--- config.mk ---
export PLATFORM = sky130hd
export DESIGN_NAME = irq_ctrl
export DESIGN_NICKNAME = d
export VERILOG_FILES = /design/src/rtl/irq_ctrl.sv
export SDC_FILE = /design/constraint.sdc
export NUM_CORES = 1
export LEC_CHECK = 0
export ABC_AREA = 1
export CAP_MARGIN = 20
export CORE_UTILIZATION = 40
export CTS_CLUSTER_SIZE = 8
export DETAILED_ROUTE_END_ITERATION = 8
export HOLD_SLACK_MARGIN = 0.06
export PLACE_DENSITY_LB_ADDON = 0.3
export SYNTH_ARGS = -nofsm -noshare
export SYNTH_HDL_FRONTEND = slang
export SYNTH_SLANG_ARGS = --single-unit
--- constraint.sdc ---
create_clock -name clk -period 3 [get_ports clk]
set_clock_uncertainty 0.2 [all_clocks]
set_input_delay 0.6 -clock clk [delete_from_list [all_inputs] [get_ports clk]]
set_output_delay 0.6 -clock clk [all_outputs]
set_load 0.005 [all_outputs]
--- src/rtl/irq_ctrl.sv ---
// rtl/irq_ctrl.sv - interrupt controller: pending latch, mask, fixed priority, REQ/ack/EOI handshake
module irq_ctrl #(
  parameter int NUM_IRQ = 8,
  parameter int ID_W = 3,
  parameter logic [NUM_IRQ-1:0] EDGE_MODE = {NUM_IRQ{1'b1}}
) (
  input  logic               clk,
  input  logic               rst,
  input  logic [NUM_IRQ-1:0] irq_in,
  input  logic               mask_we,
  input  logic [NUM_IRQ-1:0] mask_wdata,
  output logic [NUM_IRQ-1:0] mask_q,
  output logic [NUM_IRQ-1:0] pending_q,
  output logic               interrupt,
  output logic [ID_W-1:0]    irq_id,
  input  logic               ack,
  input  logic               eoi,
  output logic               busy
);

  typedef enum logic [1:0] {IDLE, REQ, SERVICE} state_t;

  state_t             state, state_nx;
  logic [NUM_IRQ-1:0] irq_d;
  logic [NUM_IRQ-1:0] set;
  logic [NUM_IRQ-1:0] clr;
  logic [NUM_IRQ-1:0] eligible;
  logic [ID_W-1:0]    winner;
  logic [ID_W-1:0]    irq_id_nx;
  logic               interrupt_nx;

  assign set      = (irq_in & ~irq_d & EDGE_MODE) | (irq_in & ~EDGE_MODE);
  assign eligible = pending_q & ~mask_q;
  assign busy     = (state != IDLE);

  // Scan downwards so the lowest set index is the last (and winning) assignment.
  always_comb begin
    winner = '0;
    for (int i = NUM_IRQ - 1; i >= 0; i--) begin
      if (eligible[i]) winner = ID_W'(i);
    end
  end

  always_comb begin
    state_nx     = state;
    interrupt_nx = interrupt;
    irq_id_nx    = irq_id;
    clr          = '0;
    case (state)
      IDLE: begin
        if (|eligible) begin
          state_nx     = REQ;
          interrupt_nx = 1'b1;
          irq_id_nx    = winner;
        end
      end
      REQ: begin
        if (ack) begin
          state_nx     = SERVICE;
          interrupt_nx = 1'b0;
          for (int i = 0; i < NUM_IRQ; i++) clr[i] = (irq_id == ID_W'(i));
        end
      end
      SERVICE: begin
        if (eoi) state_nx = IDLE;
      end
      default: begin
        state_nx     = IDLE;
        interrupt_nx = 1'b0;
      end
    endcase
  end

  always_ff @(posedge clk) begin
    if (rst) begin
      state     <= IDLE;
      mask_q    <= '1;
      pending_q <= '0;
      irq_d     <= '0;
      interrupt <= 1'b0;
      irq_id    <= '0;
    end else begin
      state     <= state_nx;
      interrupt <= interrupt_nx;
      irq_id    <= irq_id_nx;
      irq_d     <= irq_in;
      // Set is OR'ed in after the clear so a still-active request re-latches.
      pending_q <= (pending_q & ~clr) | set;
      if (mask_we) mask_q <= mask_wdata;
    end
  end

endmodule
==> results.toml, run 1 <==
[run_status]
status = "complete, but fails checks"
violations = "design-rule violations"

[drt]
vias = 1109
first_pass_iters = 6
avgRoutedWirePerCell_um = 11.3
drt-total-wl_um = 2740
ant_nets = 0
vias_per_cell = 4.58
drc = 3
drt-initial-drc-count = 43

[worst_hold_path]
hold_depth = 1
hold_path_end = "pending_q[7]$_SDFF_PP0_"
hp-class = "reg2reg"
min-delay-start = "irq_d[7]$_SDFF_PP0_"

[cts]
path_clk_slew_ps = 110
cts_hold_buf = 0
cts_tree = "done"
ctsResizeCount = 0
clk_path_buf_depth = 2
numCtsBuffers = 5
clock_latency_ps = 340
htree_levels = 2
cts-root-buf = "clkbuf_4"
clock_sinks = 30
cts_setup_buffers = 0

[grt]
use_met2_pct = 31.9
busiest_layer = "met2"
grt-ovfl-total = 0
antenna_found_initial = 0
grtUsageMet3_pct = 6.80
grt_use_met1_pct = 20.8
grt_pass1_vias = 1057
grt_pass1_wl_um = 4490
grt_max_degree = 19
grt_usage_pct = 18.7

[placement]
place_worst_setup_slack_ps = 825
dp_hpwl_um = 2040
globalplace.congestion = 0.804
io_buffers = 41

[timing]
worstMarginPinSlew_ps = 643
max_freq_ghz = 0.426
finalCriticalPeriod_ps = 2350
finalWorstSetupSlack_ps = 654
drv_slew = 0
setup-violations-final = 0
relSlewSlack_pct = 57.0
rsz0062_at_grt = "no"
hold_viol_final = 0
fin_crit_sh_pct = 78.2
setup_tns_ps = 0

[critical_path]
reg2reg_to = "pending_q[1]$_SDFF_PP0_"
critPathArrivalTime_ps = 1550
r2r_slack_ps = 1610
critical_path_class = "reg2out"
cp-end-kind = "output port"
cp.required_ps = 2200
reg2reg_from = "state[0]$_SDFFE_PP0P_"
cp_max_fo = 4
critical_path.max_stage_delay_ps = 450
worst-r2r-cell-count = 7
crit_slowest_cell = "clkdlybuf4s50_1"
path_cells = "nor2_1 -> inv_1 -> clkdlybuf4s50_1"
worst_setup_path_start_kind = "flip-flop"

[power]
ir_worst_vdd_mv = 0.287
power_frac_seq_pct = 50.2
p_leak_nw = 0.813
power_density_nw_per_um2 = 527
p_comb_share_pct = 21.4
switching_power_mw = 0.265
pwr-share-clk_pct = 28.4
swShare_pct = 28.9
p_total_mw = 0.915
internal-power_mw = 0.650

[yosys]
synth_seq_area_share_pct = 48.8
yosysTopAreaCellShare_pct = 48.8
syn_avg_cell_area_um2 = 7.46
synth_area_leaders = "dfxtp_1 (49%), a21oi_1 (8.1%), nor2_1 (7.9%)"
synth_area_um2 = 1230
ys_ff_latch = 30
postSynthCellCount = 165
yosys_warnings = 0
post_synth_num_cell_types = 22
synth_top_cell_by_area = "dfxtp_1"
synthesis.nets = 186

[die]
die_area_um2 = 3300
pin_count = 42
core_area_um2 = 2830
die_x_um = 57.5
chipHeight_um = 57.5
row_count = 19
start_util_pct = 43.5

[final_layout]
nNetsFinal = 231
fin_util_pct = 61.3
syn_to_final_growth_pct = 40.9
drive_gt1_share_pct = 13.7
diodes = 0

[flow_run]
cap_violations = 0
==> cells in the final DEF (no fill, tap or decap), types with 2 or more instances in the layout <==
| cell type | instances |
|---|---|
| inv_2 | 2 |
| clkdlybuf4s50_1 | 41 |
| dfxtp_1 | 30 |
| nand2_1 | 23 |
| a21oi_1 | 20 |
| clkinv_2 | 2 |
| clkbuf_4 | 5 |
| inv_1 | 25 |
| nor2_2 | 2 |
| nor2_1 | 26 |
| nand2_2 | 11 |
| o21ai_0 | 10 |
| nand3_1 | 2 |
==> power groups by stage <==
| stage | clock network (mW) | registers [mW] | logic, mW |
|---|---|---|---|
| final | 0.259 | 0.459 | 0.196 |
| after global routing | 0.289 | 0.465 | 0.216 |
| after CTS | 0.267 | 0.459 | 0.197 |
| after detailed placement | 0 | 0.468 | 0.195 |
| after global placement | 0 | 0.467 | 0.191 |
| after floorplan | 0 | 0.465 | 0.0966 |
==> flip-flops by register name, summed over array words and instances (netlist names) <==
name	flops
irq_d	8
interrupt	1
irq_id	3
mask_q	8
state	2
pending_q	8
==> through the flow <==
stage | area, um^2 | instances | hold slack, ps
final | 1730 | 242 | 240
after global routing | 1730 | 242 | 257
after CTS | 1730 | 242 | 242
after detailed placement | 1670 | 234 | 227
after global placement | 1670 | 234 | 217
after floorplan | 1230 | 165 | 208
==> kinds of logic after synthesis <==
logic type | after synthesis | share of synthesized area [%]
and+or+nand+nor | 67 | 24.8
AOI/OAI and AO/OA | 35 | 15.7
buffers and inverters | 33 | 10.8
DFF | 30 | 48.8
==> worst max-delay path by stage <==
stage | from | to | slack, ps | cells after the start
global placement | rst | irq_d[1]$_SDFF_PP0_ | 860 | 3
CTS | state[1]$_SDFFE_PP0P_ | busy | 640 | 3
finish | state[1]$_SDFFE_PP0P_ | busy | 650 | 3
detailed placement | rst | irq_d[2]$_SDFF_PP0_ | 820 | 3
global route | state[1]$_SDFFE_PP0P_ | busy | 590 | 3
floorplan | state[1]$_SDFFE_PP0P_ | busy | 1550 | 2
==> synth_stat cells <==
cell type and n:
nand2_1 23, inv_1 25, nor2_4 1, nor2_2 2, clkinv_2 1, nand3_1 2
buf_2 2, clkbuf_1 2, nand2_4 1, nand3b_1 1, o21ai_0 10, o21ai_1 1
a21oi_1 20, o31ai_1 1, nand2_2 11, o21ai_4 1, clkinv_4 1, dfxtp_1 30
a211oi_1 1, o22ai_1 1, inv_2 2, nor2_1 26
==> layer usage <==
| layer | up-vias | routed length [um] |
|---|---|---|
| li1 | 596 | - |
| met2 | 28 | 1390 |
| met5 | - | 0 |
| met4 | 0 | 51 |
| met3 | 6 | 153 |
| met1 | 479 | 1140 |
==> worst max-delay path, delay by kind of cell, from the launching register on <==
kind | cells | cell delay [ps]
AND/OR/NAND/NOR | 1 | 310
buffers and inverters | 2 | 520
flip-flops | 1 | 370
==> area by class of cell <==
type | instances | area, um^2
inverters | 29 | 115
clock buffers | 6 | 51.3
well taps | 31 | 38.8
fillers | 264 | 1090
flip-flops and latches | 30 | 601
clock inverters | 2 | 12.5
repair buffers | 42 | 418
multi-input cells | 102 | 498
(Power assumes the default switching activity.)
==> inputs of run 2 (changes only) <==
==> constraint.sdc (replaced) <==
create_clock -name clk -period 2.1 [get_ports clk]
set_clock_uncertainty 0.2 [all_clocks]
set_input_delay 0.42 -clock clk [delete_from_list [all_inputs] [get_ports clk]]
set_output_delay 0.42 -clock clk [all_outputs]
set_load 0.005 [all_outputs]
==> run 2 against run 1 <==
  * The run still ends with design-rule violations left
  * Count of clock-buffer cells in the layout unchanged
  * Die area unchanged
  * Combinational power up 47%
  * Non-clock buffer count up 2
  * Highest routed layer unchanged
==> results.toml, run 2 (synthesis gave the netlist of run 1 again) <==
[worst_hold_path]
hp-class = "reg2reg"
min-delay-start = "irq_d[7]$_SDFF_PP0_"

[critical_path]
crit_slowest_cell = "clkdlybuf4s50_1"
crit_cells = 3
reg2reg_to = "irq_id[1]$_SDFFE_PP0P_"
cp-end-kind = "output port"
critical_path_class = "reg2out"
worst-r2r-cell-count = 9
cp.required_ps = 1480
crit_path_start = "state[1]$_SDFFE_PP0P_"
crit_path_end = "busy"
worst_setup_path_start_kind = "flip-flop"
critical_path.max_stage_delay_ps = 490
path_cells = "nor2_1 -> inv_1 -> clkdlybuf4s50_1"
r2r_slack_ps = 710
critPathArrivalTime_ps = 1330
cp_num_buf_inv = 2
reg2reg_from = "mask_q[5]$_SDFFE_PP1P_"
cp_max_fo = 4
cpLargestDelayFamily = "buffers and inverters"

[drt]
vias_per_cell = 4.56
drc = 3
drt-total-wl_um = 2710
avgRoutedWirePerCell_um = 11.2
first_pass_iters = 6
met3_length_um = 136
ant_nets = 0
wl_met2_um = 1270
m1WireLength_um = 1230
top_layer = "met4"
drt-initial-drc-count = 34
vias = 1104

[die]
core_area_um2 = 2830
die_x_um = 57.5
pin_count = 42
row_count = 19
start_util_pct = 43.5
chipHeight_um = 57.5
die_area_um2 = 3300

[final_layout]
nNetsFinal = 233
final_common_cell = "clkdlybuf4s50_1"
diodes = 0
multi_input_area_um2 = 498
syn_to_final_growth_pct = 41.1
nFillCells = 265
drive_gt1_share_pct = 13.7
reg_top3 = "irq_d x8, mask_q x8, pending_q x8"
regArea_um2 = 601
layout_common_cells = "clkdlybuf4s50_1 (41), dfxtp_1 (30), nor2_1 (26)"
fin_cells = 242

[cts]
ctsResizeCount = 0
numCtsBuffers = 5
cts_hold_buf = 0
cts_tree = "done"
clock_sinks = 30
clock_latency_ps = 330
cts-root-buf = "clkbuf_4"
htree_levels = 2
path_clk_slew_ps = 90
clk_path_buf_depth = 2
cts_setup_buffers = 0

[power]
ir_worst_vdd_mv = 0.523
p_total_mw = 1.27
p_leak_nw = 0.818
power_density_nw_per_um2 = 734

[timing]
worstMarginPinSlew_ps = 445
setup_tns_ps = 0
rsz0062_at_grt = "no"
drv_slew = 0
fin_crit_sh_pct = 93.1
setup-violations-final = 0
max_freq_ghz = 0.512
hold_viol_final = 0
finalWorstSetupSlack_ps = 145
finalCriticalPeriod_ps = 1950
relSlewSlack_pct = 70.3
hold_ws_ps = 228

[grt]
grt-ovfl-total = 0
grt_pass1_vias = 1055
grt_usage_pct = 18.1
grt_pass1_wl_um = 4460
grt_max_degree = 17
antenna_found_initial = 0

[placement]
dp.cells = 236
dp_hpwl_um = 2160
io_buffers = 41
globalplace.congestion = 0.854
place_worst_setup_slack_ps = 293

[run_status]
violations = "design-rule violations"
status = "complete, but fails checks"

[flow_run]
cap_violations = 0
[run 2: worst min-delay path by stage]
| stage | to | slack, ps | depth (start not counted) |
|---|---|---|---|
| 2_1_floorplan | pending_q[7]$_SDFF_PP0_ | 210 | 1 |
| 4_1_cts | pending_q[7]$_SDFF_PP0_ | 230 | 1 |
| 5_1_grt | pending_q[7]$_SDFF_PP0_ | 240 | 1 |
| 6_report | pending_q[7]$_SDFF_PP0_ | 230 | 1 |
| 3_3_place_gp | pending_q[7]$_SDFF_PP0_ | 220 | 1 |
| 3_5_place_dp | pending_q[7]$_SDFF_PP0_ | 210 | 1 |
[run 2: final cells by class]
class / count / share of cell area, %
Inverter: 29 / 6.63
Tap cell: 31 / 2.23
Timing Repair Buffer: 44 / 24.9
Clock buffer: 6 / 2.95
Sequential cell: 30 / 34.6
Multi-Input combinational cell: 102 / 28.7
[run 2: per-layer routing]
layer  global-route usage [%]  vias up
met5                        0        -
met4                     11.5        0
met3                     5.22        7
met2                     28.4       29
met1                     21.5      466
li1                         -      602
[run 2: report_power, final]
part           leakage, nW  internal, mW  switching, mW  total, mW
logic                0.538         0.156          0.132      0.288
registers            0.250         0.617         0.0380      0.655
clock network       0.0302         0.150          0.180      0.331
total                0.818         0.924          0.350       1.27
[run 2: metrics by stage]
stage          util (%)  cell area (um^2)
6_report           61.4              1740
5_1_grt            61.4              1740
4_1_cts            61.4              1740
3_5_place_dp       59.6              1690
3_3_place_gp       59.6              1690
2_1_floorplan         -              1230
==> RTL edit (config.mk and constraints of run 2) <==
Encoding of `state_t`: now one-hot (3 bits for 3 states).
--- a/src/rtl/irq_ctrl.sv
+++ b/src/rtl/irq_ctrl.sv
@@ -18,7 +18,7 @@
   output logic               busy
 );
 
-  typedef enum logic [1:0] {IDLE, REQ, SERVICE} state_t;
+  typedef enum logic [2:0] {IDLE = 3'b001, REQ = 3'b010, SERVICE = 3'b100} state_t;
 
   state_t             state, state_nx;
   logic [NUM_IRQ-1:0] irq_d;
Check against the original RTL: no difference found for any inputs over 10 cycles, from zero or initial values and one cycle with rst high; not proved beyond that.
==> RTL edit against run 2 <==
Fmax grew 1.3%. Total power increased by 26%. Worst hold slack improved by 40 ps. Via count is 13% higher. Final area up 4.9%. Setup slack improved by 25 ps. Core utilization shrank 1.2 points. Sequential cell count increased by 1. Area after synthesis is 2.8% higher. Routed wire length increased by 6.2%. Largest power group unchanged. Highest routed layer unchanged.
==> RTL edit: results <==
[routing]
wl_per_cell_um = 10.47
drt-met1-wl_mm = 1.391
routed_via_density = 4.545
drtPass1Iterations = 4

[hold_path]
hp-start = interrupt$_SDFFE_PP0P_
hold_end = interrupt$_SDFFE_PP0P_

[power_and_ir_drop]
net-switching-power_uw = 485.4
powerComb_uw = 500

[run_status]
status = finished clean

[global_routing]
grtUsageMet1 = 0.2239
grt_max_degree = 19
grt_pass1_wl_mm = 4.664

[finish]
nClkBuffers = 8
nNonClkBuffers = 46
multi_input_gates = 118
multi_input_area_um2 = 521.8
nonClkBufAreaFrac = 0.2473
stdcell_area_mm2 = 0.001822
n_all_inverters = 28

[setup_path]
arrival_ps = 1310
r2r-start = mask_q[1]$_SDFFE_PP1P_
critPathMaxStageDelay_ps = 540

[floorplanning]
taps = 44

[placed_design]
dp_hpwl_mm = 2.060
pre_cts_ws_ps = 213.6
place_inst = 265

[timing]
tightest_slew_ps = 464.1
timing.hold.ws_ps = 267.5

[synthesis]
syn_nets = 202
## RTL edit: cell types whose count changed in the layout (fill, tap and decap cells not counted), sizes merged, moves of 2 or more
cell,delta
buf,+2
nand2,+6
clkbuf,+2
nor2,+10
clkinv,-2
nand3,+2
## RTL edit: worst max path at each step
stage | start | to | cells after the start
2_1_floorplan | mask_q[1]$_SDFFE_PP1P_ | irq_id[1]$_SDFFE_PP0P_ | 9
3_3_place_gp | ack | pending_q[7]$_SDFF_PP0_ | 6
3_5_place_dp | ack | pending_q[6]$_SDFF_PP0_ | 6
4_1_cts | state[1]$_SDFFE_PP0P_ | busy | 3
5_1_grt | irq_id[1]$_SDFFE_PP0P_ | irq_id[1] | 1
6_report | irq_id[1]$_SDFFE_PP0P_ | irq_id[1] | 1
## RTL edit: cell families (layout without fill, tap and decap cells)
family / count (synthesis) / count (layout) / share of synthesized area
simple gates: 86 / 86 / 0.2816
compound gates: 32 / 32 / 0.1304
buf+inv: 32 / 82 / 0.09783
flops: 31 / 31 / 0.4901
